<file path="src/rtl/sync_fifo_param_if.sv">
// Purpose: groups the request, data and status signals of sync_fifo_param into one bundle.
// Latency: none; this file only declares wires and the two directions of use.
// Backpressure: the full/empty status travels back through this bundle; the FIFO drops requests that are blocked.
// Ports: master = producer/consumer side (drives w_en, w_data, r_en, err_clr);
//        slave  = FIFO side (drives r_data, r_valid, count and all status flags).
interface sync_fifo_param_if #(
    parameter int DATA_WIDTH = 32,
    parameter int ADDR_WIDTH = 3
);
    logic                  w_en;
    logic [DATA_WIDTH-1:0] w_data;
    logic                  r_en;
    logic                  err_clr;
    logic [DATA_WIDTH-1:0] r_data;
    logic                  r_valid;
    logic                  full;
    logic                  empty;
    logic                  almost_full;
    logic                  almost_empty;
    logic [ADDR_WIDTH:0]   count;
    logic                  overflow;
    logic                  underflow;

    modport master (
        output w_en, w_data, r_en, err_clr,
        input  r_data, r_valid, full, empty, almost_full, almost_empty,
               count, overflow, underflow
    );

    modport slave (
        input  w_en, w_data, r_en, err_clr,
        output r_data, r_valid, full, empty, almost_full, almost_empty,
               count, overflow, underflow
    );
endinterface

</file>
<file path="src/rtl/sync_fifo_param.sv">
// Purpose: parametrised single-clock FIFO with a registered occupancy count, almost-full/almost-empty
//          thresholds, sticky overflow/underflow flags and a selectable standard or FWFT read port.
// Latency: the write is visible 1 cycle later. In standard mode read data arrives 1 cycle after r_en.
//          In FWFT mode the head word shows continuously.
// Backpressure: a write while full and a read while empty are dropped. The drop sets a sticky error flag.
// Ports: clk, reset (synchronous, active-high); bus (slave modport) carries w_en/w_data/r_en/err_clr in
//        and r_data/r_valid/full/empty/almost_full/almost_empty/count/overflow/underflow out.
module sync_fifo_param #(
    parameter int DATA_WIDTH = 32,
    parameter int ADDR_WIDTH = 3,
    parameter int FWFT       = 0,
    parameter int AF_THRESH  = (1 << ADDR_WIDTH) - 1,
    parameter int AE_THRESH  = 1
) (
    input  logic             clk,
    input  logic             reset,
    sync_fifo_param_if.slave bus
);
    localparam int CW    = ADDR_WIDTH + 1;
    localparam int DEPTH = 1 << ADDR_WIDTH;

    localparam logic [ADDR_WIDTH:0] DEPTH_C = CW'(DEPTH);
    localparam logic [ADDR_WIDTH:0] AF_C    = CW'(AF_THRESH);
    localparam logic [ADDR_WIDTH:0] AE_C    = CW'(AE_THRESH);
    localparam logic [ADDR_WIDTH:0] ONE_C   = CW'(1);

    // Each pointer has one extra MSB that acts as a wrap bit. Occupancy comes from the
    // separate count register, so the wrap bit only lets the pointers roll over cleanly.
    logic [ADDR_WIDTH:0] wp_q, wp_d;
    logic [ADDR_WIDTH:0] rp_q, rp_d;
    logic [ADDR_WIDTH:0] count_q, count_d;
    logic                overflow_q, overflow_d;
    logic                underflow_q, underflow_d;

    logic full, empty;
    logic wr_acc, rd_acc;
    logic [DATA_WIDTH-1:0] head;

    // Storage array. Its contents are never reset.
    logic [DATA_WIDTH-1:0] mem [DEPTH];

    assign full   = (count_q == DEPTH_C);
    assign empty  = (count_q == '0);
    // The flags are taken from the count before this edge. A read in the same cycle cannot
    // make room for a write into a full FIFO, and a same-cycle write cannot feed a read from
    // an empty one.
    assign wr_acc = bus.w_en && !full;
    assign rd_acc = bus.r_en && !empty;
    assign head   = mem[rp_q[ADDR_WIDTH-1:0]];

    always_comb begin
        wp_d        = wp_q;
        rp_d        = rp_q;
        count_d     = count_q;
        overflow_d  = overflow_q;
        underflow_d = underflow_q;

        if (wr_acc) begin
            wp_d = wp_q + ONE_C;
        end
        if (rd_acc) begin
            rp_d = rp_q + ONE_C;
        end

        case ({wr_acc, rd_acc})
            2'b10:   count_d = count_q + ONE_C;
            2'b01:   count_d = count_q - ONE_C;
            default: count_d = count_q;
        endcase

        // When a new error and err_clr arrive in the same cycle, the error wins so it is not lost.
        if (bus.w_en && full) begin
            overflow_d = 1'b1;
        end else if (bus.err_clr) begin
            overflow_d = 1'b0;
        end

        if (bus.r_en && empty) begin
            underflow_d = 1'b1;
        end else if (bus.err_clr) begin
            underflow_d = 1'b0;
        end
    end

    always_ff @(posedge clk) begin
        if (reset) begin
            wp_q        <= '0;
            rp_q        <= '0;
            count_q     <= '0;
            overflow_q  <= 1'b0;
            underflow_q <= 1'b0;
        end else begin
            wp_q        <= wp_d;
            rp_q        <= rp_d;
            count_q     <= count_d;
            overflow_q  <= overflow_d;
            underflow_q <= underflow_d;
        end
    end

    // Reset blocks the write so that no data lands during the reset cycle.
    always_ff @(posedge clk) begin
        if (!reset && wr_acc) begin
            mem[wp_q[ADDR_WIDTH-1:0]] <= bus.w_data;
        end
    end

    generate
        if (FWFT != 0) begin : g_fwft
            // The head word is always on the output, and r_en only acknowledges it.
            assign bus.r_data  = head;
            assign bus.r_valid = !empty;
        end else begin : g_std
            logic [DATA_WIDTH-1:0] r_data_q, r_data_d;
            logic                  r_valid_q, r_valid_d;

            always_comb begin
                r_data_d  = r_data_q;
                r_valid_d = 1'b0;
                if (rd_acc) begin
                    r_data_d  = head;
                    r_valid_d = 1'b1;
                end
            end

            always_ff @(posedge clk) begin
                if (reset) begin
                    r_data_q  <= '0;
                    r_valid_q <= 1'b0;
                end else begin
                    r_data_q  <= r_data_d;
                    r_valid_q <= r_valid_d;
                end
            end

            assign bus.r_data  = r_data_q;
            assign bus.r_valid = r_valid_q;
        end
    endgenerate

    assign bus.full         = full;
    assign bus.empty        = empty;
    assign bus.almost_full  = (count_q >= AF_C);
    assign bus.almost_empty = (count_q <= AE_C);
    assign bus.count        = count_q;
    assign bus.overflow     = overflow_q;
    assign bus.underflow    = underflow_q;
endmodule

</file>
<file path="src/flat_wrapper.sv">
// flat-port wrapper written by rule: the top's interface ports become plain ports
module sync_fifo_param_flat 
#(
    parameter int DATA_WIDTH = 32,
    parameter int ADDR_WIDTH = 3,
    parameter int FWFT       = 0,
    parameter int AF_THRESH  = (1 << ADDR_WIDTH) - 1,
    parameter int AE_THRESH  = 1
)
  (clk, reset, bus_w_en, bus_w_data, bus_r_en, bus_err_clr, bus_r_data, bus_r_valid, bus_full, bus_empty, bus_almost_full, bus_almost_empty, bus_count, bus_overflow, bus_underflow);
  sync_fifo_param_if #(.DATA_WIDTH(DATA_WIDTH), .ADDR_WIDTH(ADDR_WIDTH)) bus_i ();
  input  logic clk;
  input  logic reset;
  input wire logic [$bits(bus_i.w_en)-1:0] bus_w_en;
  input wire logic [$bits(bus_i.w_data)-1:0] bus_w_data;
  input wire logic [$bits(bus_i.r_en)-1:0] bus_r_en;
  input wire logic [$bits(bus_i.err_clr)-1:0] bus_err_clr;
  output wire logic [$bits(bus_i.r_data)-1:0] bus_r_data;
  output wire logic [$bits(bus_i.r_valid)-1:0] bus_r_valid;
  output wire logic [$bits(bus_i.full)-1:0] bus_full;
  output wire logic [$bits(bus_i.empty)-1:0] bus_empty;
  output wire logic [$bits(bus_i.almost_full)-1:0] bus_almost_full;
  output wire logic [$bits(bus_i.almost_empty)-1:0] bus_almost_empty;
  output wire logic [$bits(bus_i.count)-1:0] bus_count;
  output wire logic [$bits(bus_i.overflow)-1:0] bus_overflow;
  output wire logic [$bits(bus_i.underflow)-1:0] bus_underflow;
  assign bus_i.w_en = bus_w_en;
  assign bus_i.w_data = bus_w_data;
  assign bus_i.r_en = bus_r_en;
  assign bus_i.err_clr = bus_err_clr;
  assign bus_r_data = bus_i.r_data;
  assign bus_r_valid = bus_i.r_valid;
  assign bus_full = bus_i.full;
  assign bus_empty = bus_i.empty;
  assign bus_almost_full = bus_i.almost_full;
  assign bus_almost_empty = bus_i.almost_empty;
  assign bus_count = bus_i.count;
  assign bus_overflow = bus_i.overflow;
  assign bus_underflow = bus_i.underflow;
  sync_fifo_param #(.DATA_WIDTH(DATA_WIDTH), .ADDR_WIDTH(ADDR_WIDTH), .FWFT(FWFT), .AF_THRESH(AF_THRESH), .AE_THRESH(AE_THRESH)) u_core (.clk(clk), .reset(reset), .bus(bus_i));
endmodule
</file>
<file path="config.mk">
export PLATFORM = sky130hd
export DESIGN_NAME = sync_fifo_param_flat
export DESIGN_NICKNAME = d
export VERILOG_FILES = /design/src/rtl/sync_fifo_param_if.sv /design/src/rtl/sync_fifo_param.sv /design/src/flat_wrapper.sv
export SDC_FILE = /design/constraint.sdc
export NUM_CORES = 1
export LEC_CHECK = 0
export CAP_MARGIN = 5
export CORE_MARGIN = 2
export CORE_UTILIZATION = 24
export CTS_CLUSTER_SIZE = 25
export DETAILED_ROUTE_END_ITERATION = 7
export SLEW_MARGIN = 20
export SYNTH_ARGS = -nofsm -noshare
export SYNTH_HDL_FRONTEND = slang
export SYNTH_SLANG_ARGS = --single-unit
</file>
<file path="constraint.sdc">
create_clock -name clk -period 4.6 [get_ports clk]
set_input_delay 0.92 -clock clk [delete_from_list [all_inputs] [get_ports clk]]
set_output_delay 0.92 -clock clk [all_outputs]
set_load 0.005 [all_outputs]
</file>
==> flow_summary.html <==
<table>
<tr><th>Metric</th><th>Value</th></tr>
<tr><th colspan="2">Yosys</th></tr>
<tr><td>Commonest cells post-synth</td><td>sky130_fd_sc_hd__edfxtp_1 (256), sky130_fd_sc_hd__mux2i_1 (129), sky130_fd_sc_hd__a22oi_1 (64)</td></tr>
<tr><td>Post-synthesis async set-or-reset flop share</td><td>0</td></tr>
<tr><td>Synth area leaders</td><td>sky130_fd_sc_hd__edfxtp_1 (67%), sky130_fd_sc_hd__mux2i_1 (11%), sky130_fd_sc_hd__dfxtp_1 (7.8%), sky130_fd_sc_hd__a22oi_1 (4.2%), sky130_fd_sc_hd__a21oi_1 (1.7%)</td></tr>
<tr><td>Count of flip-flops with a built-in enable after synthesis</td><td>256</td></tr>
<tr><td>Yosys cell types</td><td>32</td></tr>
<tr><td>Syn_area_per_cell</td><td>16.4 µm²</td></tr>
<tr><td>Prevailing post-synth register cell</td><td>sky130_fd_sc_hd__edfxtp_1</td></tr>
<tr><td>Number of synthesized register bits</td><td>301</td></tr>
<tr><td>Area share of the largest cell type after synthesis</td><td>0.667</td></tr>
<tr><td>Area of the mapped netlist</td><td>11,500 µm²</td></tr>
<tr><td>Cell count after synthesis</td><td>705</td></tr>
<tr><td>Sequential-to-total area share from yosys stat</td><td>0.745</td></tr>
<tr><td>Post-Synthesis Net Count</td><td>748</td></tr>
<tr><td>Most used standard cell by instance count after synthesis</td><td>sky130_fd_sc_hd__edfxtp_1</td></tr>
<tr><td>Cell accounting for the most synthesized area</td><td>sky130_fd_sc_hd__edfxtp_1</td></tr>
<tr><td>Syn. warnings</td><td>0</td></tr>
<tr><th colspan="2">Floorplan</th></tr>
<tr><td>Die Wd</td><td>223 µm</td></tr>
<tr><td>Floorplan die area</td><td>49,800 µm²</td></tr>
<tr><td>Number of placement rows</td><td>80</td></tr>
<tr><td>Overall die height</td><td>223 µm</td></tr>
<tr><td>Top-level port count</td><td>80</td></tr>
<tr><td>Core region area</td><td>47,500 µm²</td></tr>
<tr><td>Initial core utilization</td><td>0.242</td></tr>
<tr><th colspan="2">Worst setup path</th></tr>
<tr><td>Req. time, crit path</td><td>3680 ps</td></tr>
<tr><td>Critical Setup Path Class</td><td>register to primary output</td></tr>
<tr><td>Launching element type of the critical path</td><td>register</td></tr>
<tr><td>Arrival @ worst endpoint</td><td>2180 ps</td></tr>
<tr><td>Path depth of the worst reg2reg path</td><td>6</td></tr>
<tr><td>Launching element of the worst setup path</td><td>u_core.bus.count[1]</td></tr>
<tr><td>FF-to-FF Start</td><td>u_core.bus.count[0]</td></tr>
<tr><td>Capturing element type of the critical path</td><td>primary output</td></tr>
<tr><td>Worst flop-to-flop path endpoint</td><td>u_core.mem[6][17]</td></tr>
<tr><td>Last element of the critical path</td><td>bus_empty</td></tr>
<tr><td>Crit path max fanout</td><td>5</td></tr>
<tr><td>Register-to-Register Setup Slack</td><td>1890 ps</td></tr>
<tr><th colspan="2">Clock tree</th></tr>
<tr><td>Number of buffers inserted during clock tree synthesis</td><td>35</td></tr>
<tr><td>Clock insertion delay at the later pin of the skew report</td><td>510 ps</td></tr>
<tr><td>CTS tree</td><td>built</td></tr>
<tr><td>Resize count post-CTS</td><td>0</td></tr>
<tr><td>CTS clock-pin slew for the worst setup and hold paths</td><td>60 ps</td></tr>
<tr><td>Root buffer cell</td><td>sky130_fd_sc_hd__clkbuf_16</td></tr>
<tr><td>Number of buffers inserted for hold repair after clock tree synthesis</td><td>0</td></tr>
<tr><td>Max Root-Sink Buffers</td><td>3</td></tr>
<tr><td>Setup repair bufs after CTS</td><td>0</td></tr>
<tr><td>Number of H-tree levels</td><td>2</td></tr>
<tr><td>TritonCTS Sinks</td><td>301</td></tr>
<tr><th colspan="2">Flow run</th></tr>
<tr><td>Maxcap violations</td><td>0</td></tr>
<tr><th colspan="2">Detailed routing</th></tr>
<tr><td>Drt via density</td><td>4.30</td></tr>
<tr><td>Detail Route Antenna Nets</td><td>0</td></tr>
<tr><td>Wire length per cell after detailed routing</td><td>17.7 µm</td></tr>
<tr><td>Number of violations reported at the end of detailed-routing iteration 0</td><td>460</td></tr>
<tr><td>Remaining design rule violation count</td><td>0</td></tr>
<tr><td>Total vias in the final route</td><td>6,172</td></tr>
<tr><td>Drt total wl</td><td>25,400 µm</td></tr>
<tr><td>Detailed-router iteration count before antenna repair</td><td>4</td></tr>
<tr><th colspan="2">STA</th></tr>
<tr><td>Unrepaired setup endpoints after global routing</td><td>no</td></tr>
<tr><td>Max-slew violation total from the final report</td><td>0</td></tr>
<tr><td>Fmax</td><td>323 MHz</td></tr>
<tr><td>Worst hold slack</td><td>494 ps</td></tr>
<tr><td>Final setup fails</td><td>0</td></tr>
<tr><td>Clock tree skew after final layout</td><td>17.6 ps</td></tr>
<tr><td>Final hold violations</td><td>0</td></tr>
<tr><td>Total Neg Setup Slack</td><td>0 ps</td></tr>
<tr><td>Measured slew at the worst slew-check pin</td><td>1030 ps</td></tr>
<tr><td>Worst rel slew slack</td><td>0.310</td></tr>
<tr><td>Time the final worst path needs with I/O delays and setup</td><td>3100 ps</td></tr>
<tr><td>Final Cycle Share</td><td>0.673</td></tr>
<tr><th colspan="2">Worst hold path</th></tr>
<tr><td>Hold/Removal Path Class</td><td>register to register</td></tr>
<tr><th colspan="2">Power</th></tr>
<tr><td>Maximum resistive drop on vdd</td><td>0.000261 V</td></tr>
<tr><td>Leakage</td><td>0.00447 µW</td></tr>
<tr><td>Power density cells</td><td>526 nW/µm²</td></tr>
<tr><th colspan="2">Placed design</th></tr>
<tr><td>HPWL Detailed</td><td>14,900 µm</td></tr>
<tr><td>Input/output buffers</td><td>79</td></tr>
<tr><td>Weighted congestion at the end of routability-driven global placement</td><td>0.703</td></tr>
<tr><th colspan="2">Layout</th></tr>
<tr><td># nets final</td><td>836</td></tr>
<tr><td>Area added between synthesis and finish</td><td>23.1%</td></tr>
<tr><td>Share of layout cells above drive strength 1</td><td>0.110</td></tr>
<tr><th colspan="2">GRT</th></tr>
<tr><td>Vias in the first global route</td><td>6,407</td></tr>
<tr><td>Tot GR Track Use</td><td>0.101</td></tr>
<tr><td>Wire length of the first global-routing pass</td><td>38,600 µm</td></tr>
<tr><td>Overall overflow remaining after global route</td><td>0</td></tr>
<tr><td>Antenna violations before repair</td><td>2</td></tr>
<tr><td>Maximum number of pins on one net before global-route repair</td><td>53</td></tr>
<tr><th colspan="2">Run status</th></tr>
<tr><td>Result of the run</td><td>complete, no violations</td></tr>
</table>
==> cells by family after synthesis <==
kind of cell / share of synthesized area
flip-flops: 0.745
multiplexers: 0.112
AND/OR/NAND/NOR: 0.0466
AO/OA/AOI/OAI: 0.0605
buffers and inverters: 0.0249
XOR/XNOR: 0.00456
adder cells (fa/ha/maj): 0.00651
==> worst min path at each step <==
stage	from	endpoint	slack (ps)	cells past startpoint
finish	u_core.bus.r_data[6]	u_core.bus.r_data[6]	490	2
global route	u_core.bus.r_data[3]	u_core.bus.r_data[3]	520	2
CTS	u_core.wp_q[0]	u_core.wp_q[0]	490	2
detailed placement	u_core.wp_q[0]	u_core.wp_q[0]	490	2
global placement	u_core.wp_q[0]	u_core.wp_q[0]	480	2
floorplan	u_core.wp_q[0]	u_core.wp_q[0]	460	2
==> stage by stage <==
step                      power (µW)  instances  setup slack (ps)  utilization  cell area (µm²)
after floorplan                 4400        705              1060            -            11500
after global routing            7820       1435              1380        0.298            14200
after detailed placement        4960       1368              1200        0.274            13000
after CTS                       7590       1432              1470        0.297            14100
final                           7460       1436              1500        0.298            14200
after global placement          4940       1368              1240        0.274            13000
==> sequential cells by signal, indices dropped and copies added, names as in the netlist <==
name / cells
u_core.rp_q: 3
u_core.mem: 256
u_core.bus.r_valid: 1
u_core.bus.overflow: 1
u_core.bus.r_data: 32
u_core.wp_q: 3
u_core.bus.count: 4
u_core.bus.underflow: 1
==> worst max-delay path: stages (launching register included) <==
cell	delay [ps]
sky130_fd_sc_hd__dfxtp_1	350
sky130_fd_sc_hd__inv_1	110
sky130_fd_sc_hd__ha_1	210
sky130_fd_sc_hd__or3b_4	430
sky130_fd_sc_hd__inv_1	90
sky130_fd_sc_hd__clkdlybuf4s50_1	500
==> area by class of cell <==
| cell class | instances | area [µm²] |
|---|---|---|
| diodes | 1 | 2.50 |
| clock buffers | 44 | 951 |
| clock inverters | 20 | 144 |
| fillers | 4646 | 33400 |
| inverters | 5 | 18.8 |
| multi-input cells | 357 | 2750 |
| flip-flops and latches | 301 | 8590 |
| well taps | 615 | 769 |
| repair buffers | 93 | 963 |
==> power breakdown <==
group / internal (µW) / total, µW / switching [µW]
combinational: 777 / 1530 / 751
clock: 1530 / 2600 / 1070
sequential: 3130 / 3330 / 201
==> layout by cell type, fill, tap and decap left out, types with 3 or more instances in the layout <==
master / synthesis / routed
sky130_fd_sc_hd__clkinv_1: 0 / 5
sky130_fd_sc_hd__buf_4: 4 / 10
sky130_fd_sc_hd__edfxtp_1: 256 / 256
sky130_fd_sc_hd__nor3_1: 29 / 29
sky130_fd_sc_hd__clkbuf_16: 0 / 36
sky130_fd_sc_hd__ha_1: 6 / 6
sky130_fd_sc_hd__nor2_4: 0 / 7
sky130_fd_sc_hd__dfxtp_1: 45 / 44
sky130_fd_sc_hd__clkdlybuf4s50_1: 0 / 78
sky130_fd_sc_hd__clkinv_2: 0 / 9
sky130_fd_sc_hd__nand2_1: 7 / 7
sky130_fd_sc_hd__mux2i_1: 129 / 129
sky130_fd_sc_hd__a21oi_1: 39 / 39
sky130_fd_sc_hd__xor2_1: 4 / 4
sky130_fd_sc_hd__nor2_1: 51 / 44
sky130_fd_sc_hd__nand3_1: 4 / 4
sky130_fd_sc_hd__inv_1: 4 / 4
sky130_fd_sc_hd__nor3_2: 4 / 4
sky130_fd_sc_hd__a22oi_1: 64 / 64
sky130_fd_sc_hd__clkbuf_1: 12 / 6
sky130_fd_sc_hd__buf_16: 0 / 3
==> metal layers <==
layer / track usage / up-vias / wire [µm]
met1: 0.126 / 3070 / 10900
met2: 0.175 / 153 / 12600
met5: 0 / - / 16
met4: 0.0286 / 2 / 397
met3: 0.0244 / 32 / 1420
li1: - / 2915 / -
Power figures use the tool's default switching activity.
